--- src/rtl/adjacent_diff.sv ---
// Adjacent-difference engine: rewrites a[0..n-1] in place as a'[i] = a[i] - a[i-1],
// undoing a prefix sum, through a single-port memory with one-cycle read latency.
module adjacent_diff (
    input  logic               clk,
    input  logic               rst,
    input  logic               r_enable,
    input  logic [10:0]        init_n,
    output logic               w_enable,
    output logic [63:0]        result,
    output logic               arrWEnable_a,
    output logic [9:0]         arrAddr_a,
    output logic signed [63:0] arrWData_a,
    input  logic signed [63:0] arrRData_a
);

    localparam logic [1:0] S_IDLE  = 2'd0;
    localparam logic [1:0] S_READ  = 2'd1;
    localparam logic [1:0] S_WRITE = 2'd2;
    localparam logic [1:0] S_DONE  = 2'd3;

    logic [1:0]         r_state;
    logic [10:0]        r_i;
    logic [10:0]        r_n;
    logic [9:0]         r_addr;
    logic signed [63:0] r_prev;
    logic [63:0]        r_result;
    logic               r_w_enable;

    logic [10:0]        w_n_clamped;
    logic               w_last;

    // Clamp the requested count and flag the final element.
    always_comb begin
        w_n_clamped = (init_n > 11'd1024) ? 11'd1024 : init_n;
        w_last      = (r_i == (r_n - 11'd1));
    end

    // Sequencer: READ presents the address, WRITE consumes the returned word.
    always_ff @(posedge clk) begin
        if (rst) begin
            r_state    <= S_IDLE;
            r_i        <= 11'd0;
            r_n        <= 11'd0;
            r_addr     <= 10'd0;
            r_prev     <= 64'sd0;
            r_result   <= 64'd0;
            r_w_enable <= 1'b0;
        end else begin
            r_w_enable <= 1'b0;
            case (r_state)
                S_IDLE: begin
                    if (r_enable) begin
                        r_i    <= 11'd0;
                        r_prev <= 64'sd0;
                        r_addr <= 10'd0;
                        if (w_n_clamped == 11'd0) begin
                            r_result   <= 64'd0;
                            r_w_enable <= 1'b1;
                            r_state    <= S_DONE;
                        end else begin
                            r_n     <= w_n_clamped;
                            r_state <= S_READ;
                        end
                    end else begin
                        r_state <= S_IDLE;
                    end
                end
                S_READ: begin
                    r_state <= S_WRITE;
                end
                S_WRITE: begin
                    r_prev <= arrRData_a;
                    r_i    <= r_i + 11'd1;
                    // Address is held on the last element so n=1024 never wraps to 0.
                    if (w_last) begin
                        r_result   <= arrRData_a;
                        r_w_enable <= 1'b1;
                        r_state    <= S_DONE;
                    end else begin
                        r_addr  <= r_addr + 10'd1;
                        r_state <= S_READ;
                    end
                end
                S_DONE: begin
                    r_state <= S_IDLE;
                end
                default: begin
                    r_state <= S_IDLE;
                end
            endcase
        end
    end

    // Write port: data must follow the read word in the same cycle; reset kills the strobe at once.
    always_comb begin
        if ((r_state == S_WRITE) && !rst) begin
            arrWEnable_a = 1'b1;
        end else begin
            arrWEnable_a = 1'b0;
        end
        if (r_state == S_WRITE) begin
            arrWData_a = arrRData_a - r_prev;
        end else begin
            arrWData_a = 64'sd0;
        end
    end

    assign arrAddr_a = r_addr;
    assign result    = r_result;
    assign w_enable  = r_w_enable;

endmodule
--- config.mk ---
export PLATFORM = sky130hd
export DESIGN_NAME = adjacent_diff
export DESIGN_NICKNAME = d
export VERILOG_FILES = /design/src/rtl/adjacent_diff.sv
export SDC_FILE = /design/constraint.sdc
export NUM_CORES = 1
export LEC_CHECK = 0
export ABC_AREA = 1
export CORE_UTILIZATION = 55
export DETAILED_ROUTE_END_ITERATION = 6
export PLACE_DENSITY = 0.87
export SYNTH_ARGS = -nofsm -noshare
export SYNTH_HDL_FRONTEND = slang
export SYNTH_SLANG_ARGS = --single-unit
--- constraint.sdc ---
create_clock -name clk -period 6.6 [get_ports clk]
set_input_delay 1.32 -clock clk [delete_from_list [all_inputs] [get_ports clk]]
set_output_delay 1.32 -clock clk [all_outputs]
set_load 0.02 [all_outputs]
==> flow_summary.ini <==
[sta]
hold_viol_final = 0
max_freq_mhz = 163.9
finalSetupViolCount = 0
tightest_slew_ps = 1064
setup_tns_ps = 0
fin_crit_ps = 6102
rsz0062_at_grt = false
slew_headroom = 0.2884
finalCritPeriodShare = 0.9246
final_max_slew_viol_count = 0
fin_skew_ps = 12.50

[global_routing]
grt_pass1_wl_um = 65020
grt_max_degree = 89
grt_overflow = 0
antenna_found_initial = 1
grt_pass1_vias = 12870
gr-usage-all-layers = 0.3676

[setup_path]
cp-start-kind = input pin
path_class = input pin to primary output
critical_path_arrival_ps = 4780
end_kind = primary output
rr_worst_depth = 17
cp_max_fo = 4
cp.required_ps = 5280

[drt]
wl_per_cell_um = 15.99
drt-total-wl_um = 42140
drc_errors = 0
drtIter0Drc = 1241
antenna_left = 0
routed-wl-met3_um = 3634
route.vias.total = 14200
wirelength_met1_um = 19060
top_layer_used = met4
wl_met2_um = 18310
first_pass_iters = 6
via_per_inst = 5.385

[power]
p_comb_frac = 0.384
vdd_drop_max_v = 0.0001592
switching_share = 0.4082
leakage_nw = 6.826
p_seq_frac = 0.326
internal-power_w = 0.002068
p_per_area_nw_per_um2 = 230.8
p_switching_w = 0.001427
p_clk_frac = 0.290

[placement]
hpwl_um = 32760
port_buffers = 217
place_congestion = 0.9909
dpl.cell_count = 2603

[cts]
cts_resized = 0
ctsHtreeMaxLevel = 4
cts_setup_buffers = 0
insertion_delay_ps = 440
cts_tree = done
cts_hold_buffers = 0
root_buffer = clkbuf_16
cts_buffers = 17
cts.sinks = 163
cts_buffer_depth = 2
path_clk_slew_ps = 80

[final_layout]
areaGrowthSynthToFinish_pct = 23.72
mostFrequentLayoutCell = nand2_1
final_cell_mix = 594 x nand2_1, 402 x nor2_1, 359 x inv_1
stdcell_count = 2636
finalNetCount = 2488
drive_gt1_frac = 0.02378
fillCellCount = 1965

[synthesis]
syn_area_um2 = 12240
seq_area_frac_synth = 0.2667
syn_nets = 2302
yosysWarnings = 0
syn_avg_cell_area_um2 = 5.675
ys_top_cells_by_area = dfxtp_1 27%, nand2_1 18%, nor2_1 12%
synth_edf_count = 0
synth-seq-cells = 163
async_reset_ff_frac = 0
synth_top_area_frac = 0.2667
ys.flop_type = dfxtp_1
synth_cell_type_count = 44
netlist_instances = 2156
synth_top_cell_by_area = dfxtp_1

[die]
die_h_um = 151.2
start_util = 0.5607
io_pins = 218
row_count = 54
coreArea_um2 = 21820
dieArea_um2 = 22850
die_w_um = 151.2

[status]
status = complete, no violations

[worst_hold_path]
hold_class = flip-flop to flip-flop
hold_path_depth = 2

[job]
max_cap_violations = 0
[through the flow]
stage | util | area [um^2] | worst slack, ps | hold slack (ps) | power, W
after global routing | 0.6937 | 15140 | 303.8 | 477.8 | 0.003670
after global placement | 0.6667 | 14550 | 612.3 | 448.6 | 0.002445
after floorplan | - | 12240 | 2046 | 440.0 | 0.001987
after CTS | 0.6936 | 15140 | 597.3 | 465.7 | 0.003472
after detailed placement | 0.6667 | 14550 | 641.6 | 453.6 | 0.002467
final | 0.6937 | 15140 | 497.6 | 465.3 | 0.003495
[final timing paths]
kind,startpoint,to,slack (ps)
worst min-delay path,r_prev[56],r_prev[56],470
worst max register to register,r_n[0],result[39],3170
worst min register to register,r_prev[56],r_prev[56],470
worst max-delay path,arrRData_a[0],arrWData_a[56],500
[routing by layer]
layer  vias to the layer above  GRT usage
met4                         0     0.1200
met2                       611     0.5743
met3                        78    0.06024
met1                      6429     0.5120
li1                       7077          -
met5                         -          0
[registers in the layout (all words and copies together) (netlist names)]
| signal | flops |
|---|---|
| r_prev | 64 |
| result | 64 |
| r_i | 11 |
| r_n | 11 |
| arrAddr_a | 10 |
| r_state | 2 |
| w_enable | 1 |
[critical path, stage by stage]
cell and delay, ps:
clkdlybuf4s50_1 450, inv_1 60, ha_1 220, fa_1 360
inv_1 90, nand2_1 50, o21ai_0 520, inv_1 150
o21bai_1 270, nand2_1 100, nand3_1 160, nand2_1 110
nand3_1 90, nand2_1 50, nor2_1 150, clkdlybuf4s50_1 630
[power groups by stage]
stage,Sequential [W],Combinational [W],Clock [W]
floorplan,0.00122,0.000766,0
global placement,0.00116,0.00129,0
detailed placement,0.00116,0.00131,0
CTS,0.00114,0.00132,0.00102
global route,0.00115,0.00147,0.00105
finish,0.00114,0.00134,0.00101
[cells in the mapped netlist (5+ instances only)]
cell        n
nand2_1   594
nor2_1    404
inv_1     359
a21oi_1   213
dfxtp_1   163
o21ai_0   100
nand3_1    98
ha_1       67
clkbuf_1   31
nor3_1     20
buf_2      10
buf_1       9
o21bai_1    9
nand4_1     8
xnor2_1     8
o21a_1      6
xor2_1      6
a211oi_1    5
buf_6       5
[area by class of cell]
class,count,area [um^2],share of cell area
multi-input combinational,1573,7350,0.4855
inverter,362,1359,0.08976
clock inverter,15,161.4,0.01066
timing repair buffer,225,2227,0.1471
antenna,1,2.502,0.0001653
sequential,163,3263,0.2156
clock buffer,17,425.4,0.02810
tap,280,350.3,0.02314
[cell families (layout without fill, tap and decap cells)]
group | after synthesis | count (layout) | share of synthesized area
other | 0 | 1 | 0
AO/OA/AOI/OAI | 347 | 347 | 0.1492
buffers and inverters | 420 | 619 | 0.1339
XOR/XNOR | 14 | 14 | 0.01002
adder cells (fa/ha/maj) | 68 | 68 | 0.07015
AND/OR/NAND/NOR | 1144 | 1144 | 0.3701
flip-flops | 163 | 163 | 0.2667
Note: power is estimated with default switching activity, not from simulation.
